--- config.mk ---
export PLATFORM = sky130hd
export DESIGN_NAME = dm_cache_ctrl
export DESIGN_NICKNAME = d
export VERILOG_FILES = /design/src/rtl/dm_cache_ctrl.sv
export SDC_FILE = /design/constraint.sdc
export NUM_CORES = 1
export LEC_CHECK = 0
export CORE_MARGIN = 2
export CORE_UTILIZATION = 40
export CTS_CLUSTER_SIZE = 10
export DETAILED_ROUTE_END_ITERATION = 8
export GPL_TIMING_DRIVEN = 1
export SLEW_MARGIN = 40
export SYNTH_ARGS = -nofsm -noshare
export SYNTH_HDL_FRONTEND = slang
export SYNTH_SLANG_ARGS = --single-unit
--- constraint.sdc ---
create_clock -name clk -period 3.5 [get_ports clk]
set_clock_uncertainty 0.15 [all_clocks]
set_input_delay 0.7 -clock clk [delete_from_list [all_inputs] [get_ports clk]]
set_output_delay 0.7 -clock clk [all_outputs]
set_load 0.01 [all_outputs]
--- src/rtl/dm_cache_ctrl.sv ---
// Direct-mapped, write-through, no-write-allocate cache controller sitting
// between a CPU request port and a single-port word RAM; counts hits/misses.
module dm_cache_ctrl #(
  parameter int ADDR_W  = 10,
  parameter int DATA_W  = 10,
  parameter int INDEX_W = 3,
  parameter int CNT_W   = 16
) (
  input  logic              clk,
  input  logic              rst,
  input  logic              cpu_req,
  input  logic              cpu_we,
  input  logic [ADDR_W-1:0] cpu_addr,
  input  logic [DATA_W-1:0] cpu_wdata,
  input  logic              cache_flush,
  output logic [DATA_W-1:0] cpu_rdata,
  output logic              cpu_ready,
  output logic              cpu_busy,
  output logic [ADDR_W-1:0] mem_address,
  output logic              mem_we,
  output logic [DATA_W-1:0] mem_wdata,
  input  logic [DATA_W-1:0] mem_rdata,
  output logic [CNT_W-1:0]  hit_count,
  output logic [CNT_W-1:0]  miss_count
);

  localparam int LINES = 2 ** INDEX_W;
  localparam int TAG_W = ADDR_W - INDEX_W;
  localparam logic [CNT_W-1:0] CNT_MAX = '1;

  typedef enum logic [1:0] {IDLE, COMPARE, FILL, WRITE} state_t;

  state_t state, state_next;

  logic [LINES-1:0]   valid;
  logic [TAG_W-1:0]   tag_mem  [LINES];
  logic [DATA_W-1:0]  data_mem [LINES];

  logic [ADDR_W-1:0]  req_addr;
  logic [DATA_W-1:0]  req_wdata;
  logic               req_we;

  logic [INDEX_W-1:0] idx;
  logic [TAG_W-1:0]   tag;
  logic               hit;

  assign idx = req_addr[INDEX_W-1:0];
  assign tag = req_addr[ADDR_W-1:INDEX_W];
  assign hit = valid[idx] && (tag_mem[idx] == tag);

  // Decoded straight from the state register so an async reset kills the
  // RAM write strobe immediately.
  assign mem_we      = (state == WRITE);
  assign cpu_busy    = (state != IDLE);
  assign mem_address = req_addr;
  assign mem_wdata   = req_wdata;

  always_comb begin
    state_next = state;
    unique case (state)
      IDLE:    if (!cache_flush && cpu_req) state_next = COMPARE;
      COMPARE: begin
        if (req_we)    state_next = WRITE;
        else if (!hit) state_next = FILL;
        else           state_next = IDLE;
      end
      FILL:    state_next = IDLE;
      WRITE:   state_next = IDLE;
      default: state_next = IDLE;
    endcase
  end

  always_ff @(posedge clk or posedge rst) begin
    if (rst) begin
      state      <= IDLE;
      valid      <= '0;
      req_addr   <= '0;
      req_wdata  <= '0;
      req_we     <= 1'b0;
      cpu_rdata  <= '0;
      cpu_ready  <= 1'b0;
      hit_count  <= '0;
      miss_count <= '0;
    end else begin
      state     <= state_next;
      cpu_ready <= 1'b0;
      unique case (state)
        IDLE: begin
          if (cache_flush) begin
            valid <= '0;
          end else if (cpu_req) begin
            req_addr  <= cpu_addr;
            req_wdata <= cpu_wdata;
            req_we    <= cpu_we;
          end
        end
        COMPARE: begin
          if (hit) begin
            if (hit_count != CNT_MAX) hit_count <= hit_count + CNT_W'(1);
            if (!req_we) begin
              cpu_rdata <= data_mem[idx];
              cpu_ready <= 1'b1;
            end
          end else begin
            if (miss_count != CNT_MAX) miss_count <= miss_count + CNT_W'(1);
          end
        end
        FILL: begin
          valid[idx] <= 1'b1;
          cpu_rdata  <= mem_rdata;
          cpu_ready  <= 1'b1;
        end
        WRITE: cpu_ready <= 1'b1;
        default: ;
      endcase
    end
  end

  // Tag/data storage carries no reset; valid bits alone gate its use.
  always_ff @(posedge clk) begin
    if (state == COMPARE && req_we && hit) data_mem[idx] <= req_wdata;
    if (state == FILL) begin
      data_mem[idx] <= mem_rdata;
      tag_mem[idx]  <= tag;
    end
  end

endmodule
Word level (Yosys, flattened, before mapping)
Memories as Yosys holds them, arrays and structs flattened.
Cells that the tools add are included.

storage, ports and cells
  register bits = 74
  memory bits (writable) = 136
  input bits = 35
  output and inout port bits = 65
  word-level logic and storage cells = 66
  memories kept = 2

memories
  name      words  bits a word  read ports  clocked after Yosys merged registers in  write ports  line  RTL
  data_mem  8      10           1           0                                        1            37    logic [DATA_W-1:0] data_mem [LINES];
  tag_mem   8      7            1           0                                        1            36    logic [TAG_W-1:0] tag_mem [LINES];

cells by class
  add/subtract/negate cells = 2
  $lt $le $gt $ge = 2
  equal/unequal tests = 10
  mux-type cells = 21
  bitwise logic cells = 4
  reductions and logical operators = 16

operators with widths
  operator                                                    number
  adder 16 x 1 -> 16 bit, second input constant               2
  inequality test 16 bit, second input constant               2
  two-way mux 10 bit                                          3
  case mux 10 bit (2 select lines)                            1
  case mux 8 bit (2 select lines)                             1
  AND reduction 3 bit                                         4
  two-way mux 1 bit                                           8
  two-way mux 8 bit                                           1
  inequality test 2 bit, second input constant                4
  bitwise OR 8 bit                                            1
  == test 7 bit                                               1
  two-way mux 2 bit                                           3
  case mux 2 bit (3 select lines)                             1
  nonzero test 2 bit                                          3
  logical AND 1 bit                                           5
  == test 2 bit, second input constant                        2
  less-than comparator 3 x 4 -> 1 bit, second input constant  1
  binary-select mux 1 bit (select 3 bit)                      1
  demux 1 bit (select 3 bit)                                  1
  >= comparator 3 x 1 -> 1 bit, second input constant         1
  == test 2 x 1 -> 1 bit, second input constant               1
  logical NOT 2 bit                                           1
  inverter 1 bit                                              2
  case mux 1 bit (2 select lines)                             1
  other kinds (4)                                             4

Depth between registers and ports, before layout
Gate-level depths: netlist of run 1.

  word-level depth = 7
  depth in mapped cells = 13
  depth with buffers taken out = 8

Least setup slack after synthesis of run 1
No wires, ideal clock.

  path kind = reg2reg
  start point = register req_addr[0] (netlist: mem_address[0])
  end point = memory data_mem[1][0], enable pin
  setup time = 0.390 ns
  data arrival time = 3.033 ns
  data required time = 2.960 ns
  path slack = -0.072 ns
  stages on the path, launching flop included = 11
  path buffers = 2
  period minus slack after synthesis = 3.572 ns
  cell sequence = dfrtp_1 > buf_4 > buf_6 > nand2_1 > nor2_1 > a22oi_1 > xor2_1 > nand4_1 > nor3_1 > a21oi_1 > nor3_1

between the ends
  longest elaborated chain between the ends = 7
  elaborated cells between the ends (all ways) = 9
  classes of those cells = eq/ne: 1; mux: 4; bitwise: 1; reduce/logical: 2; memory: 1

ends and longest elaborated chain
  what                                                                                 line  RTL
  from (decl)                                                                          39    logic [ADDR_W-1:0] req_addr;
  from (signal assigned)                                                               92    req_addr <= cpu_addr;
  memory (8 x 7 bit) / binary-select mux 1 bit (select 3 bit) (equally long branches)  --
  == test 7 bit / two-way mux 1 bit (equally long branches)                            49    assign hit = valid[idx] && (tag_mem[idx] == tag);
  logical AND 1 bit                                                                    49
  logical AND 1 bit                                                                    121   if (state == COMPARE && req_we && hit) data_mem[idx] <= req_wdata;
  two-way mux 1 bit                                                                    121
  two-way mux 1 bit (not written as such)                                              121
  bitwise OR 1 bit (no line)                                                           --
  to (decl)                                                                            37

Parallel ways exist; a longest one is shown, timed or not. The select of a mux whose other input is x is not followed.

Worst setup path after layout of run 1
  start point = register req_addr[1] (netlist: mem_address[1])
  end point = memory data_mem[0][8], enable pin

The elaborated chain is that of the path after synthesis.

==> results of run 1 <==
[through the flow]
stage          power [W]  hold WS [ns]  setup TNS, ns  cells
2_1_floorplan    0.00536         0.311          -1.45    624
3_3_place_gp     0.00669         0.327              0   1013
3_5_place_dp     0.00674         0.334              0   1013
4_1_cts          0.00908         0.348              0   1058
5_1_grt          0.00947         0.360              0   1058
6_report         0.00900         0.344              0   1058
[kinds of logic after synthesis]
group	Yosys count	share of synthesized area, %
xor+xnor	33	3.33
simple gates	198	11.6
flops	210	68.3
fa+ha+maj	2	0.288
buf+inv	47	2.46
compound gates	80	6.65
mux	54	7.39
[sequential cells by signal (all words and copies together), names as in the netlist]
name         cells
mem_address     10
miss_count      16
tag_mem         56
cpu_ready        1
mem_wdata       10
data_mem        80
req_we           1
hit_count       16
valid            8
state            2
cpu_rdata       10
[power groups by stage]
| stage | clock [W] | combinational [W] | sequential, W |
|---|---|---|---|
| 6_report | 0.00231 | 0.00292 | 0.00377 |
| 5_1_grt | 0.00246 | 0.00317 | 0.00384 |
| 4_1_cts | 0.00236 | 0.00294 | 0.00378 |
| 3_5_place_dp | 0 | 0.00293 | 0.00381 |
| 3_3_place_gp | 0 | 0.00290 | 0.00379 |
| 2_1_floorplan | 0 | 0.00160 | 0.00376 |
[worst max-delay path by stage]
stage	endpoint	slack, ns	cells after the start
after floorplan	data_mem[1][0]$_DFFE_PP_	-0.07	10
after global placement	data_mem[0][2]$_DFFE_PP_	0.33	10
after detailed placement	data_mem[0][8]$_DFFE_PP_	0.29	9
after CTS	data_mem[0][4]$_DFFE_PP_	0.26	9
after global routing	data_mem[0][2]$_DFFE_PP_	0.07	10
final	data_mem[0][8]$_DFFE_PP_	0.33	10
[worst register-to-register path: cells and delay by family, from the launching register on]
kind / cells / cell delay (ns)
AOI/OAI and AO/OA: 3 / 0.45
buffers and inverters: 2 / 0.51
DFF: 1 / 0.44
and+or+nand+nor: 5 / 1.33
[placed cells by master (no fill, tap or decap), drive strengths merged, types with 16 or more instances in the layout]
| cell type | netlist | layout |
|---|---|---|
| a22oi | 30 | 30 |
| buf | 14 | 41 |
| clkbuf | 12 | 43 |
| clkdlybuf4s50 | 0 | 99 |
| dfrtp | 74 | 74 |
| edfxtp | 136 | 136 |
| inv | 20 | 22 |
| mux2 | 31 | 31 |
| mux2i | 18 | 18 |
| nand2 | 57 | 57 |
| nand3 | 16 | 16 |
| nor2 | 40 | 40 |
| nor3 | 17 | 17 |
| xnor2 | 19 | 19 |
[per-layer routing]
metal,track usage (%),up-vias,part of all wire (%)
li1,-,2619,-
met1,26.2,2862,41
met2,34.8,223,50
met3,3.04,42,6.3
met4,6.78,0,2.7
met5,0,-,0
[area by class of cell]
class / instances / area, sq um
clock inverter: 2 / 15.0
inverter: 21 / 81.3
multi-input combinational: 367 / 2560
sequential: 210 / 5940
clock buffer: 43 / 703
fill: 1793 / 10200
timing repair buffer: 140 / 1310
tap: 275 / 344
[timing repair]
action,CTS,global route
gates resized for setup,0,1
setup endpoints to repair,0,10
hold buffers,0,0
hold endpoints to repair,0,0
==> out/qor.yml, run 1 <==
route:
  num_vias: 5746
  antenna_left: 0
  drt_wl_total_mm: 22.4
  routed_via_density: 5.43
  route.detailed.drc: 0
  drtIter0Drc: 440
  drt_pre_antenna_iters: 5
  wl_per_cell_um: 21.1
setup_path:
  start_kind: "flip-flop"
  required_ns: 3.58
  r2r_start: "mem_address[1]$_DFFE_PP0P_"
  critPathBufInv: 2
  rr_endpoint: "data_mem[0][8]$_DFFE_PP_"
  crit_start: "mem_address[1]$_DFFE_PP0P_"
  cp_top_family: "simple AND/OR/NAND/NOR gates"
  cp-end-kind: "flip-flop"
  rrSetupSlack_ns: 0.33
  path_max_fanout: 23
  crit_type: "flip-flop to flip-flop"
  cp_common_cell: "buf_4"
  max_stage_delay_ns: 0.44
  arrival_ns: 3.24
  cp_slowest_cell: "dfrtp_1"
  crit_chain: "buf_4 > nand2b_1 > o22ai_1 > or3_1 > a21oi_1 > nand4_1 > nor3_1 > a21oi_2 > nor2b_1 > buf_4"
  rr_worst_depth: 10
pwr:
  vdd_ir_drop_max_uv: 476
  switchingPower_w: 0.00300
  power_frac_seq_pct: 41.9
  switching_share_pct: 33.3
  power_per_cell_area_nw_per_um2: 822
  clockPowerShare_pct: 25.7
  intPower_w: 0.00600
  combPwrFrac_pct: 32.4
  p_leak_nw: 4.11
grt:
  grt_pass1_wl_mm: 34.8
  grtUsageTotal_pct: 20.2
  grt_pass1_vias: 6032
  grt-ovfl-total: 0
  grt_max_degree: 41
  antenna_found_initial: 0
final_layout:
  nets: 802
  drive_gt1_share_pct: 15.2
  final_cell_area_sq_um: 10900
  utilization_pct: 51.8
  syn2layout_area_growth_pct: 26.0
  diodes: 0
clock_tree:
  clock_sinks: 210
  post_cts_buffers: 0
  cts_tree: "yes"
  htreeDepth: 1
  cts_buffers: 25
  clock_path_buffers: 3
  path_clk_slew_ns: 0.05
  root_buffer: "clkbuf_16"
  clkLatencyLatePin_ns: 0.51
timing:
  setup_slack_ns: 0.335
  drv_slew: 0
  finalHoldViolCount: 0
  period_needed_ns: 3.17
  setup_viol: 0
  period_share_pct: 90.4
  fmax_ghz: 0.316
  tightest_slew_ns: 0.687
  grt_setup_unrepaired: "false"
  max_slew_margin_pct: 53.8
placement:
  port_buffers: 99
  gp_congestion: 0.895
  hpwl_mm: 15.5
  dpl_worst_slack_ns: 0.289
  placed_cell_area_sq_um: 10200
synth:
  yosys-top-cells-count: "136 x edfxtp_1, 74 x dfrtp_1, 57 x nand2_1"
  synth_edf_count: 136
  synth_flop_cell: "edfxtp_1"
  synth_seq_cells: 210
  netlist_top_cells_area: "edfxtp_1 47%, dfrtp_1 21%, mux2_2 4.0%"
  avgSynthCellArea_sq_um: 13.9
  yosysWarnings: 0
  yosys.area.top_type: "edfxtp_1"
  syn_area_sq_um: 8690
  synthCells: 624
  yosysSeqAreaShare_pct: 68.3
  synth_cell_types: 51
  async_flop_share_pct: 35.2
  synthMostInstantiatedCell: "edfxtp_1"
  synth.top_cell.area_share_pct: 47.0
  synth.net_count: 661
hold_path:
  worstHoldStart: "miss_count[6]$_DFFE_PP0P_"
  hp-class: "flip-flop to flip-flop"
  hold_path_depth: 1
  hold_end: "miss_count[6]$_DFFE_PP0P_"
floorplan:
  coreArea_sq_um: 21200
  dieArea_sq_um: 22900
  placementRows: 53
  die_h_um: 151
  ios: 100
  initial_core_util_pct: 41.1
  die_x_um: 151
run_status:
  outcome: "completed"
flow_run:
  cap_violations: 0
(Power assumes the default switching activity.)
==> run 2: changes to the inputs <==
--- a/config.mk
+++ b/config.mk
@@ -10,6 +10,7 @@
 export CTS_CLUSTER_SIZE = 10
 export DETAILED_ROUTE_END_ITERATION = 8
 export GPL_TIMING_DRIVEN = 1
+export HOLD_SLACK_MARGIN = 0.02
 export SLEW_MARGIN = 40
 export SYNTH_ARGS = -nofsm -noshare
 export SYNTH_HDL_FRONTEND = slang
==> results of run 2 <==
No change in the layout: final DEF, timing and power equal those of run 1.
==> run 3: changes to the inputs <==
--- a/config.mk
+++ b/config.mk
@@ -11,7 +11,6 @@
 export DETAILED_ROUTE_END_ITERATION = 8
 export GPL_TIMING_DRIVEN = 1
 export HOLD_SLACK_MARGIN = 0.02
-export SLEW_MARGIN = 40
 export SYNTH_ARGS = -nofsm -noshare
 export SYNTH_HDL_FRONTEND = slang
 export SYNTH_SLANG_ARGS = --single-unit
==> run 3 against run 2 <==
Power increased by 0.65%. Non-clock buffer count did not move. Critical path depth down 1. Register-to-register slack better by 0.02 ns. First-iteration DRC count rose by 10%. Sequential share of layout area decreased by 0.13 points. Critical path type unchanged. Highest routed layer unchanged.
==> out/qor.yml, run 3 (synthesized netlist as in run 1, its figures left out) <==
run_status:
  outcome: "completed"
floorplan:
  placementRows: 53  # unchanged
  die_x_um: 151  # unchanged
  initial_core_util_pct: 41.1  # unchanged
  dieArea_sq_um: 22900  # unchanged
  die_h_um: 151  # unchanged
  coreArea_sq_um: 21200  # unchanged
  ios: 100  # unchanged
clock_tree:
  clock_path_buffers: 3  # unchanged
  cts_resized: 0  # unchanged
  htreeDepth: 1  # unchanged
  cts_tree: "yes"
  cts_buffers: 25  # unchanged
  post_cts_buffers: 0  # unchanged
  cts_hold_buf: 0  # unchanged
  clock_sinks: 210  # unchanged
  path_clk_slew_ns: 0.06  # about the same
  root_buffer: "clkbuf_16"
  clkLatencyLatePin_ns: 0.51  # about the same
setup_path:
  r2r_start: "mem_address[1]$_DFFE_PP0P_"
  cp-end-kind: "flip-flop"
  rr_worst_depth: 9  # -1
  arrival_ns: 3.42  # +0.18 ns
  crit_type: "flip-flop to flip-flop"
  path_max_fanout: 16  # -30%
  rr_endpoint: "hit_count[15]$_DFFE_PP0P_"
  endpoint: "hit_count[15]$_DFFE_PP0P_"
  required_ns: 3.78  # +0.20 ns
  rrSetupSlack_ns: 0.35  # +0.02 ns
  crit_start: "mem_address[1]$_DFFE_PP0P_"
  start_kind: "flip-flop"
timing:
  period_share_pct: 89.9  # -0.57 points
  tns_ns: 0  # unchanged
  finalHoldViolCount: 0  # unchanged
  tightest_slew_ns: 0.923  # +0.236 ns
  grt_setup_unrepaired: "false"
  setup_slack_ns: 0.354  # +0.0199 ns
  period_needed_ns: 3.15  # -0.0199 ns
  drv_slew: 0  # unchanged
  setup_viol: 0  # unchanged
  fmax_ghz: 0.318  # +0.63%
  max_slew_margin_pct: 38.4  # -15 points
final_layout:
  final_cell_mix: "136 x edfxtp_1, 99 x clkdlybuf4s50_1, 74 x dfrtp_1, 57 x nand2_1, 40 x nor2_1"
  nets: 802  # unchanged
  largest_register: "data_mem"
  drive_gt1_share_pct: 15.2  # unchanged
  diodes: 0  # unchanged
  biggestRegsByFlops: "data_mem: 80 flops, tag_mem: 56 flops"
  layout_commonest_cell: "edfxtp_1"
  final_cells: 1058  # unchanged
  syn2layout_area_growth_pct: 26.3
  largest_reg_flops: 80  # unchanged
grt:
  grt_max_degree: 41  # unchanged
  grt-ovfl-total: 0  # unchanged
  grtUsageTotal_pct: 20.2  # +0.049 points
  grt_use_met1_pct: 26.5  # +0.32 points
  grtUsageMet3_pct: 2.98  # -0.060 points
  grt_pass1_wl_mm: 34.9  # +0.36%
  grt_pass1_vias: 6029  # -0.050%
  antenna_found_initial: 0  # unchanged
  grt_util_met2_pct: 34.5  # -0.25 points
  top_usage_layer: "met2"
pwr:
  switching_share_pct: 33.0  # -0.29 points
  vdd_ir_drop_max_uv: 414  # -13%
  power_per_cell_area_nw_per_um2: 825  # +0.40%
  power_frac_seq_pct: 41.6  # -0.3 points
  clockPowerShare_pct: 26.0  # +0.3 points
  p_total_w: 0.00906  # +0.65%
  combPwrFrac_pct: 32.3  # about the same
  intPower_w: 0.00607  # +1.1%
  p_leak_nw: 4.13  # +0.35%
  switchingPower_w: 0.00299  # -0.24%
route:
  antenna_left: 0  # unchanged
  drtIter0Drc: 485  # +10%
  drt_wl_total_mm: 22.4  # about the same
  wl_per_cell_um: 21.1  # about the same
  routed_via_density: 5.41  # -0.42%
  drt_pre_antenna_iters: 5  # unchanged
  num_vias: 5722  # -0.42%
  route.detailed.drc: 0  # unchanged
flow_run:
  cap_violations: 0  # unchanged
hold_path:
  hp-class: "flip-flop to flip-flop"
placement:
  dp.cells: 1013  # unchanged
  hpwl_mm: 15.5  # about the same
  gp_congestion: 0.895  # unchanged
  dpl_worst_slack_ns: 0.287  # -0.00191 ns
  port_buffers: 99  # unchanged
[run 3: worst min path at each step]
stage	start	end	slack (ns)	cells past startpoint
after floorplan	valid[2]$_DFFE_PP0P_	valid[2]$_DFFE_PP0P_	0.31	2
after global placement	valid[3]$_DFFE_PP0P_	valid[3]$_DFFE_PP0P_	0.33	2
after detailed placement	valid[2]$_DFFE_PP0P_	valid[2]$_DFFE_PP0P_	0.33	2
after CTS	valid[2]$_DFFE_PP0P_	valid[2]$_DFFE_PP0P_	0.35	2
after global routing	hit_count[9]$_DFFE_PP0P_	hit_count[9]$_DFFE_PP0P_	0.36	1
final	miss_count[6]$_DFFE_PP0P_	miss_count[6]$_DFFE_PP0P_	0.34	1
[run 3: power groups by stage]
stage	Combinational, W	Clock [W]	Sequential, W
6_report	0.00293	0.00236	0.00377
5_1_grt	0.00319	0.00251	0.00384
4_1_cts	0.00294	0.00241	0.00378
3_5_place_dp	0.00293	0	0.00381
3_3_place_gp	0.00290	0	0.00379
2_1_floorplan	0.00160	0	0.00376
[run 3: final cells by class]
cell class | instances | area (sq um)
clock buffer | 44 | 738
clock inverter | 1 | 8.76
fill | 1786 | 10200
inverter | 21 | 80.1
multi-input combinational | 367 | 2550
sequential | 210 | 5940
tap | 275 | 344
timing repair buffer | 140 | 1320
[run 3: through the flow]
| step | area [sq um] | utilization [%] | hold WS [ns] |
|---|---|---|---|
| 2_1_floorplan | 8690 | - | 0.311 |
| 3_3_place_gp | 10200 | 48.3 | 0.327 |
| 3_5_place_dp | 10200 | 48.3 | 0.334 |
| 4_1_cts | 11000 | 51.8 | 0.348 |
| 5_1_grt | 11000 | 51.9 | 0.361 |
| 6_report | 11000 | 51.9 | 0.342 |
[run 3: routing by layer]
| metal | vias up | share of wire [%] |
|---|---|---|
| li1 | 2625 | - |
| met4 | 0 | 3.1 |
| met2 | 197 | 50 |
| met1 | 2856 | 41 |
| met3 | 44 | 5.5 |
| met5 | - | 0 |
[run 3: critical path: stages (launching register included)]
cell     delay, ns
dfrtp_1       0.48
mux4_2        0.55
mux2i_1       0.17
xnor2_1       0.13
nor3_2        0.23
nand4_1       0.21
or2_1         0.34
buf_4         0.23
nor4_1        0.37
xor2_1        0.20
